## config.mk

```make
export PLATFORM = sky130hd
export DESIGN_NAME = fact_dp
export DESIGN_NICKNAME = d
export VERILOG_FILES = /design/src/rtl/fact_pkg.sv /design/src/rtl/fact_mul_ovf.sv /design/src/rtl/fact_dp.sv
export SDC_FILE = /design/constraint.sdc
export NUM_CORES = 1
export LEC_CHECK = 0
export CAP_MARGIN = 20
export CORE_ASPECT_RATIO = 0.5
export CORE_MARGIN = 3
export CORE_UTILIZATION = 45
export DETAILED_ROUTE_END_ITERATION = 16
export GPL_TIMING_DRIVEN = 1
export PLACE_DENSITY = 0.67
export REMOVE_ABC_BUFFERS = 1
export SETUP_SLACK_MARGIN = 0.3
export SYNTH_ARGS = -nofsm -noshare
export SYNTH_HDL_FRONTEND = slang
export SYNTH_SLANG_ARGS = --single-unit
```

## constraint.sdc

```tcl
create_clock -name clk -period 5.3 [get_ports clk]
set_clock_uncertainty 0.1 [all_clocks]
set_input_delay 1.06 -clock clk [delete_from_list [all_inputs] [get_ports clk]]
set_output_delay 1.06 -clock clk [all_outputs]
set_load 0.01 [all_outputs]
```

## src/rtl/fact_pkg.sv

```systemverilog
`default_nettype none
// ============================================================================
//  Module      : fact_pkg
//  Description : Shared widths, thresholds and accumulator-source encodings
//                for the iterative factorial engine.
//  Revision    : 1.0 - initial release
// ============================================================================
package fact_pkg;

    // Default operand/counter and product widths
    localparam int FACT_N_W = 4;
    localparam int FACT_P_W = 32;

    // The loop keeps going while the counter is at least this value
    localparam int FACT_PROCEED_MIN = 2;

    // Accumulator source select encodings
    typedef enum logic {
        SEL_MUL = 1'b0,
        SEL_ONE = 1'b1
    } acc_sel_t;

    // True when the controller is re-initialising the accumulator
    function automatic logic is_init(input logic load, input logic sel);
        return load & (acc_sel_t'(sel) == SEL_ONE);
    endfunction

endpackage
`default_nettype wire

```

## src/rtl/fact_mul_ovf.sv

```systemverilog
`default_nettype none
// ============================================================================
//  Module      : fact_mul_ovf
//  Description : Combinational P_W x N_W multiplier. Returns the product
//                truncated to P_W bits and a flag telling whether any of the
//                discarded high bits were set.
//  Revision    : 1.0 - initial release
// ============================================================================
module fact_mul_ovf #(
    parameter int P_W = 32,
    parameter int N_W = 4
) (
    input  logic [P_W-1:0] a,
    input  logic [N_W-1:0] b,
    output logic [P_W-1:0] prod,
    output logic           ovf
);

    localparam int c_full_w = P_W + N_W;

    logic [c_full_w-1:0] w_full;

    // Both operands are zero-extended so the multiply is exact at full width
    assign w_full = {{N_W{1'b0}}, a} * {{P_W{1'b0}}, b};
    assign prod   = w_full[P_W-1:0];
    assign ovf    = |w_full[c_full_w-1:P_W];

endmodule
`default_nettype wire

```

## src/rtl/fact_dp.sv

```systemverilog
`default_nettype none
// ============================================================================
//  Module      : fact_dp
//  Description : Datapath of the iterative factorial engine: down-counter,
//                running-product accumulator, sticky overflow flag and a
//                captured-result register with a one-cycle valid strobe.
//  Revision    : 1.0 - initial release
// ============================================================================
module fact_dp
    import fact_pkg::*;
#(
    parameter int N_W = FACT_N_W,
    parameter int P_W = FACT_P_W
) (
    input  logic           clk,
    input  logic           rst,
    input  logic [N_W-1:0] n,
    input  logic           cnt_load,
    input  logic           cnt_en,
    input  logic           reg_sel,
    input  logic           reg_load,
    output logic           proceed,
    output logic [N_W-1:0] cnt,
    output logic [P_W-1:0] product,
    output logic           overflow,
    output logic [P_W-1:0] result,
    output logic           result_valid
);

    localparam logic [N_W-1:0] c_cnt_zero    = '0;
    localparam logic [N_W-1:0] c_cnt_one     = {{(N_W-1){1'b0}}, 1'b1};
    localparam logic [N_W-1:0] c_proceed_min = N_W'(FACT_PROCEED_MIN);
    localparam logic [P_W-1:0] c_prod_zero   = '0;
    localparam logic [P_W-1:0] c_prod_one    = {{(P_W-1){1'b0}}, 1'b1};

    logic [N_W-1:0] r_cnt;
    logic [P_W-1:0] r_product;
    logic           r_overflow;
    logic           r_armed;
    logic [P_W-1:0] r_result;
    logic           r_result_valid;

    logic [P_W-1:0] w_mul_prod;
    logic           w_mul_ovf;
    logic           w_proceed;
    logic           w_init;
    logic           w_mul_step;
    logic           w_capture;

    fact_mul_ovf #(
        .P_W (P_W),
        .N_W (N_W)
    ) u_mul (
        .a    (r_product),
        .b    (r_cnt),
        .prod (w_mul_prod),
        .ovf  (w_mul_ovf)
    );

    // Loop status depends only on the registered counter
    assign w_proceed  = (r_cnt >= c_proceed_min);

    // Init has priority over everything else in the accumulator/capture path
    assign w_init     = is_init(reg_load, reg_sel);

    // Multiply by zero is suppressed so that 0! stays at 1
    assign w_mul_step = reg_load & (acc_sel_t'(reg_sel) == SEL_MUL) & (r_cnt != c_cnt_zero);

    // Capture once per armed run, the first time the loop stops proceeding
    assign w_capture  = r_armed & ~w_proceed & ~w_init;

    // Down-counter: load from n, or decrement saturating at zero
    always_ff @(posedge clk) begin
        if (rst) begin
            r_cnt <= c_cnt_zero;
        end else if (cnt_en) begin
            if (cnt_load) begin
                r_cnt <= n;
            end else if (r_cnt != c_cnt_zero) begin
                r_cnt <= r_cnt - c_cnt_one;
            end
        end
    end

    // Accumulator and sticky overflow: init to 1, or fold in the counter
    always_ff @(posedge clk) begin
        if (rst) begin
            r_product  <= c_prod_one;
            r_overflow <= 1'b0;
        end else if (w_init) begin
            r_product  <= c_prod_one;
            r_overflow <= 1'b0;
        end else if (w_mul_step) begin
            r_product  <= w_mul_prod;
            r_overflow <= r_overflow | w_mul_ovf;
        end
    end

    // Armed flag: set by init, cleared by the capture it enables
    always_ff @(posedge clk) begin
        if (rst) begin
            r_armed <= 1'b0;
        end else if (w_init) begin
            r_armed <= 1'b1;
        end else if (w_capture) begin
            r_armed <= 1'b0;
        end
    end

    // Result register and its one-cycle strobe
    always_ff @(posedge clk) begin
        if (rst) begin
            r_result       <= c_prod_zero;
            r_result_valid <= 1'b0;
        end else begin
            r_result_valid <= w_capture;
            if (w_capture) begin
                r_result <= r_product;
            end
        end
    end

    assign proceed      = w_proceed;
    assign cnt          = r_cnt;
    assign product      = r_product;
    assign overflow     = r_overflow;
    assign result       = r_result;
    assign result_valid = r_result_valid;

endmodule
`default_nettype wire

```

# [Word level (Yosys, flattened, before mapping)]
# Cells that the tools add are included.
[op_classes] addsub=1 multipliers=1 n_lt_le_gt_ge=1 muxes=4 bitwise=9 reduce_logical=6
[op_table] cell="$mul A32 B4 Y36" n=1
[op_table] cell="$mux W4" n=2
[op_table] cell="$and A1 B1 Y1" n=5
[op_table] cell="$ge A4 B2 Y1 const B" n=1
[op_table] cell="$reduce_bool A2 Y1" n=2
[op_table] cell="$reduce_bool A4 Y1" n=1
[op_table] cell="$reduce_or A4 Y1" n=1
[op_table] cell="$sub A4 B1 Y4 const B" n=1
[op_table] cell="$not A1 Y1" n=3
[op_table] cell="$mux W1" n=2
[op_table] cell="$reduce_and A2 Y1" n=1
[op_table] cell="$reduce_or A2 Y1" n=1
[op_table] cell="$or A1 B1 Y1" n=1
[totals] regBits=71 inputBits=10 out_inout_bits=71 word_cells=28

# [Longest topological paths before layout]
[depth] depth_word=6 ltp_mapped=18 depth_no_buf=15

# [Hierarchy]
# From an unflattened synthesis, not the netlist that was laid out.
[unflattened] hier_cells=903 area_unflattened_um2=7285.7
[modules_own_cells] mod="fact_mul_ovf" instances=1 cells_per_inst=568 area_per_inst_um2=4201.5 seq_area_each_um2=0.0
[modules_own_cells] mod="fact_dp" instances=1 cells_per_inst=335 area_per_inst_um2=3084.2 seq_area_each_um2=1421.4

# [Worst setup path before layout]
# No wires, ideal clock.
[synth_path] path_kind="flip-flop to flip-flop" start="register r_cnt[3] (netlist: cnt[3])" end="register r_overflow (netlist: overflow)" setup_ns=0.129 arrival_time_ns=4.045 required_ns=5.071 setup_slack_ns=1.026 path_stages_with_launch=18 n_path_buf=2 period_less_slack_ns=4.274 cell_sequence="dfxtp_1 -> clkbuf_1 -> clkbuf_1 -> nand2_1 -> fa_1 -> inv_1 -> fa_1 -> inv_1 -> fa_1 -> nand2b_1 -> a21oi_1 -> o21ai_1 -> o31ai_4 -> a211o_1 -> nand2_1 -> nor3_2 -> mux2i_1 -> a31oi_1"
[synth_via] elab_chain_len=3 word_cells_on_any_way=5 cone_classes="mul (1); bitwise (2); reduce/logical (2)"
[synth_lines] element="from (decl)" line_no="fact_dp.sv:36" source="logic [N_W-1:0] r_cnt;"
[synth_lines] element="from (signal assigned)" line_no="fact_dp.sv:75" source="r_cnt <= c_cnt_zero;"
[synth_lines] element="from (signal assigned)" line_no="fact_dp.sv:78" source="r_cnt <= n;"
[synth_lines] element="from (signal assigned)" line_no="fact_dp.sv:80" source="r_cnt <= r_cnt - c_cnt_one;"
[synth_lines] element="$mul A32 B4 Y36" line_no="fact_mul_ovf.sv:24" source="assign w_full = {{N_W{1'b0}}, a} * {{P_W{1'b0}}, b};"
[synth_lines] element="$reduce_or A4 Y1" line_no="fact_mul_ovf.sv:26" source="assign ovf = |w_full[c_full_w-1:P_W];"
[synth_lines] element="$or A1 B1 Y1" line_no="fact_dp.sv:95" source="r_overflow <= r_overflow | w_mul_ovf;"
[synth_lines] element="to (signal assigned)" line_no="fact_dp.sv:95"
[synth_lines] element="to (decl)" line_no="fact_dp.sv:38" source="logic r_overflow;"
# Several ways; a longest one is shown, not always the timed one.
# A chain may end at the register's enable or synchronous reset.

# [Final worst setup path]
[layout_path] start="register r_cnt[3] (netlist: cnt[3])" end="register r_product[31] (netlist: product[31])"
[layout_via] elab_chain_len=2 word_cells_on_any_way=3 cone_classes="mul (1); bitwise (1); reduce/logical (1)"
[layout_lines] element="branches (longest 2 deep; another with $mul A32 B4 Y36)"
[layout_lines] element="to (signal assigned)" line_no="fact_dp.sv:88" source="r_product <= c_prod_one;"
[layout_lines] element="to (signal assigned)" line_no="fact_dp.sv:91" source="r_product <= c_prod_one;"
[layout_lines] element="to (signal assigned)" line_no="fact_dp.sv:94" source="r_product <= w_mul_prod;"
[layout_lines] element="to (decl)" line_no="fact_dp.sv:37" source="logic [P_W-1:0] r_product;"
# Parallel ways; which one is timed is not known.

==> impl_metrics.prom <==
# TYPE chip_impl_metric gauge
chip_impl_info{name="outcome",value="finished clean"} 1
chip_impl_metric{name="count_of_pins_on_the_block_boundary",unit=""} 81
chip_impl_info{name="layout_commonest_cell",value="nand2_1"} 1
chip_impl_metric{name="count_of_different_cell_masters_after_synthesis",unit=""} 58
chip_impl_metric{name="synth_edf_count",unit=""} 0
chip_impl_metric{name="period_minus_slack",unit="ns"} 4.59
chip_impl_info{name="cts_tree",value="yes"} 1
chip_impl_metric{name="cp_data_arrival_time",unit="ns"} 4.77
chip_impl_metric{name="synth_cells",unit=""} 902
chip_impl_metric{name="cts.reportedPaths.clkPinSlew",unit="ns"} 0.06
chip_impl_metric{name="bufs_on_longest_clock_path",unit=""} 2
chip_impl_metric{name="routed_via_density",unit=""} 5.30
chip_impl_metric{name="grt_pass1_vias",unit=""} 5883
chip_impl_info{name="crit_path_top_delay_cell",value="fa_1"} 1
chip_impl_metric{name="dr.first_iter.drc_count",unit=""} 364
chip_impl_metric{name="yosys_warns",unit=""} 0
chip_impl_metric{name="die_outline_area",unit="mm²"} 0.0168
chip_impl_metric{name="reg2reg_setup_slack",unit="ns"} 0.71
chip_impl_metric{name="slowest_delay",unit="ns"} 0.54
chip_impl_metric{name="cts_inserted_buffers",unit=""} 9
chip_impl_metric{name="final_number_of_setup_violating_endpoints",unit=""} 0
chip_impl_info{name="synth_ff_type",value="dfxtp_1"} 1
chip_impl_metric{name="ctsHtreeMaxLevel",unit=""} 3
chip_impl_info{name="rsz0062_at_grt",value="false"} 1
chip_impl_metric{name="critPathMaxFanout",unit=""} 26
chip_impl_metric{name="ys_ff_latch",unit=""} 71
chip_impl_info{name="timing.critical_path.to",value="product[31]$_SDFFE_PP0P_"} 1
chip_impl_metric{name="worst_r2r_path_depth",unit=""} 16
chip_impl_metric{name="place.port_buffers",unit=""} 80
chip_impl_metric{name="maxSlewHeadroom",unit=""} 0.292
chip_impl_metric{name="postCtsResizedCells",unit=""} 0
chip_impl_metric{name="antenna_found_initial",unit=""} 0
chip_impl_metric{name="post_dr_wirelength_cell",unit="µm"} 15.6
chip_impl_info{name="cp-end-kind",value="register"} 1
chip_impl_metric{name="number_of_diodes",unit=""} 0
chip_impl_info{name="holdCritPathClass",value="reg -> reg"} 1
chip_impl_info{name="cp_startpoint_kind",value="register"} 1
chip_impl_info{name="worstPathCellList",value="buf_4 > and2_1 > fa_1 > inv_1 > fa_1 > inv_1 > ha_1 > nand3_2 > nor3_4 > nand2_1 > a211oi_2 > or2_4 > a31oi_4 > o21a_1 > or3_1 > nand3_1"} 1
chip_impl_metric{name="final_core_utilization",unit=""} 0.553
chip_impl_metric{name="max-vdd-ir-drop",unit="µV"} 138
chip_impl_info{name="crit_type",value="reg -> reg"} 1
chip_impl_metric{name="syn2layout_area_growth",unit="%"} 18.5
chip_impl_metric{name="async_sr_flop_fraction",unit=""} 0
chip_impl_info{name="setup.worst_path.start",value="cnt[3]$_SDFFE_PP0P_"} 1
chip_impl_metric{name="max_freq",unit="MHz"} 218
chip_impl_metric{name="multi_input_comb_area",unit="mm²"} 0.00474
chip_impl_metric{name="post_synth_instance_area",unit="mm²"} 0.00682
chip_impl_metric{name="hpwlAfterDp",unit="µm"} 13600
chip_impl_metric{name="drt_pass1_iterations",unit=""} 5
chip_impl_metric{name="die_h",unit="µm"} 93.0
chip_impl_metric{name="clock_latency",unit="ns"} 0.34
chip_impl_metric{name="flip_flop_and_latch_area",unit="mm²"} 0.00142
chip_impl_metric{name="worst_case_setup_slack_after_placement",unit="ns"} 0.749
chip_impl_metric{name="cap_viol_max_count",unit=""} 0
chip_impl_metric{name="final.setup.tns",unit="ns"} 0
chip_impl_metric{name="fin_total_pwr",unit="mW"} 1.30
chip_impl_metric{name="number_of_drc_violations_after_detailed_routing",unit=""} 0
chip_impl_metric{name="finalCritPeriodShare",unit=""} 0.867
chip_impl_metric{name="max_slew.worst_pin.slew",unit="ns"} 1.06
chip_impl_metric{name="die_w",unit="µm"} 180
chip_impl_metric{name="initial_utilization",unit=""} 0.466
chip_impl_metric{name="nets",unit=""} 1076
chip_impl_metric{name="final_layout_size_suffix_gt1_frac",unit=""} 0.0423
chip_impl_metric{name="hold_buffers",unit=""} 0
chip_impl_metric{name="largest_net_degree_at_the_start_of_global_routing",unit=""} 41
chip_impl_metric{name="drv_slew",unit=""} 0
chip_impl_metric{name="drt_wl_total",unit="µm"} 18200
chip_impl_metric{name="fillerInstances",unit=""} 1397
chip_impl_metric{name="detailed_place.area",unit="mm²"} 0.00778
chip_impl_metric{name="setup_slack",unit="ns"} 0.707
chip_impl_metric{name="overflow",unit=""} 0
chip_impl_info{name="rr_startpoint",value="cnt[3]$_SDFFE_PP0P_"} 1
chip_impl_metric{name="syn-mean-instance-area",unit="µm²"} 7.56
chip_impl_metric{name="design.core.area",unit="mm²"} 0.0146
chip_impl_info{name="clk_root_buffer_cell",value="clkbuf_16"} 1
chip_impl_info{name="timing.rr.end",value="product[31]$_SDFFE_PP0P_"} 1
chip_impl_metric{name="floorplan.rows",unit=""} 31
chip_impl_metric{name="cellPowerDensity",unit="mW/mm²"} 160
chip_impl_metric{name="ant_nets",unit=""} 0
chip_impl_metric{name="postLayoutCellArea",unit="mm²"} 0.00808
chip_impl_metric{name="vias",unit=""} 6180
chip_impl_metric{name="yosysSeqAreaShare",unit=""} 0.208
chip_impl_metric{name="p_leak",unit="nW"} 3.55
chip_impl_metric{name="cts_num_sinks",unit=""} 71
chip_impl_metric{name="postCtsSetupRepairBufs",unit=""} 0
chip_impl_metric{name="hold_viol_final",unit=""} 0
chip_impl_metric{name="gpl.final_weighted_congestion",unit=""} 0.871
chip_impl_info{name="layout_common_cells",value="173 x nand2_1, 127 x inv_1, 100 x a21oi_1"} 1
chip_impl_metric{name="grt_first_pass_wirelength",unit="µm"} 30100
chip_impl_metric{name="track_usage",unit=""} 0.219
chip_impl_metric{name="crit_required",unit="ns"} 5.48
## synthesized netlist by cell type, drive strengths merged, types with 3 or more instances
master / n / share of area
a31oi: 7 / 0.0086
dfxtp: 71 / 0.21
xnor2: 17 / 0.022
nand2: 173 / 0.095
a21o: 10 / 0.011
a21oi: 100 / 0.073
and2: 95 / 0.087
ha: 42 / 0.077
or3: 4 / 0.0037
fa: 60 / 0.18
nor2: 28 / 0.017
clkbuf: 36 / 0.020
inv: 127 / 0.070
o21ai: 28 / 0.021
nand2b: 11 / 0.010
buf: 6 / 0.0068
and3: 4 / 0.0039
nor3: 13 / 0.012
nand3: 18 / 0.014
xor2: 5 / 0.0064
nor2b: 4 / 0.0037
nand4: 3 / 0.0028
mux2i: 4 / 0.0059
a211oi: 6 / 0.0073
## power by group
part / switching (mW) / internal, mW
Combinational: 0.0824 / 0.0394
Sequential: 0.0137 / 0.539
Clock: 0.248 / 0.375
Total: 0.344 / 0.953
## worst max-delay path, delay by kind of cell (launching register included)
kind | cells | cell delay (ns)
AO/OA/AOI/OAI | 3 | 0.73
AND/OR/NAND/NOR | 7 | 1.43
adder cells (fa/ha/maj) | 3 | 1.47
flip-flops | 1 | 0.43
buffers and inverters | 3 | 0.37
## metal layers
layer | vias up | share of wire | global-route usage | wire [µm]
met5 | - | 0 | 0 | 0
met3 | 32 | 0.047 | 0.0315 | 861
li1 | 2998 | - | - | -
met4 | 0 | 0.023 | 0.0638 | 411
met2 | 150 | 0.45 | 0.359 | 8230
met1 | 3000 | 0.48 | 0.306 | 8650
## cell families (layout without fill, tap and decap cells)
| kind of cell | count (synthesis) | after routing | share of synthesized area |
|---|---|---|---|
| XOR/XNOR | 22 | 22 | 0.0283 |
| AO/OA/AOI/OAI | 168 | 168 | 0.143 |
| buffers and inverters | 169 | 236 | 0.0965 |
| flip-flops | 71 | 71 | 0.208 |
| adder cells (fa/ha/maj) | 102 | 102 | 0.253 |
| multiplexers | 4 | 4 | 0.00587 |
| AND/OR/NAND/NOR | 366 | 366 | 0.264 |
## sequential cells by signal, indices dropped and copies added (netlist names)
signal and cells:
product 32, r_armed 1, result 32, result_valid 1, cnt 4, overflow 1
## cell type report
type,count,share of cell area
clock inverter,6,0.00743
clock buffer,10,0.0296
sequential,71,0.176
tap,198,0.0307
inverter,127,0.0590
timing repair buffer,93,0.111
multi-input combinational,662,0.586
## stage by stage
| stage | instances | hold slack (ns) |
|---|---|---|
| after floorplan | 860 | 0.339 |
| after global placement | 1151 | 0.341 |
| after detailed placement | 1151 | 0.346 |
| after CTS | 1167 | 0.354 |
| after global routing | 1167 | 0.367 |
| final | 1167 | 0.351 |
## worst min-delay path by stage
stage | start | endpoint | slack (ns) | depth (start not counted)
6_report | result[20]$_SDFFE_PP0P_ | result[20]$_SDFFE_PP0P_ | 0.35 | 2
5_1_grt | result[21]$_SDFFE_PP0P_ | result[21]$_SDFFE_PP0P_ | 0.37 | 2
4_1_cts | result[20]$_SDFFE_PP0P_ | result[20]$_SDFFE_PP0P_ | 0.35 | 2
3_5_place_dp | result[20]$_SDFFE_PP0P_ | result[20]$_SDFFE_PP0P_ | 0.35 | 2
3_3_place_gp | result[19]$_SDFFE_PP0P_ | result[19]$_SDFFE_PP0P_ | 0.34 | 2
2_1_floorplan | r_armed$_SDFFE_PP0P_ | r_armed$_SDFFE_PP0P_ | 0.34 | 2
No activity file was read; power rests on OpenSTA's default activity.
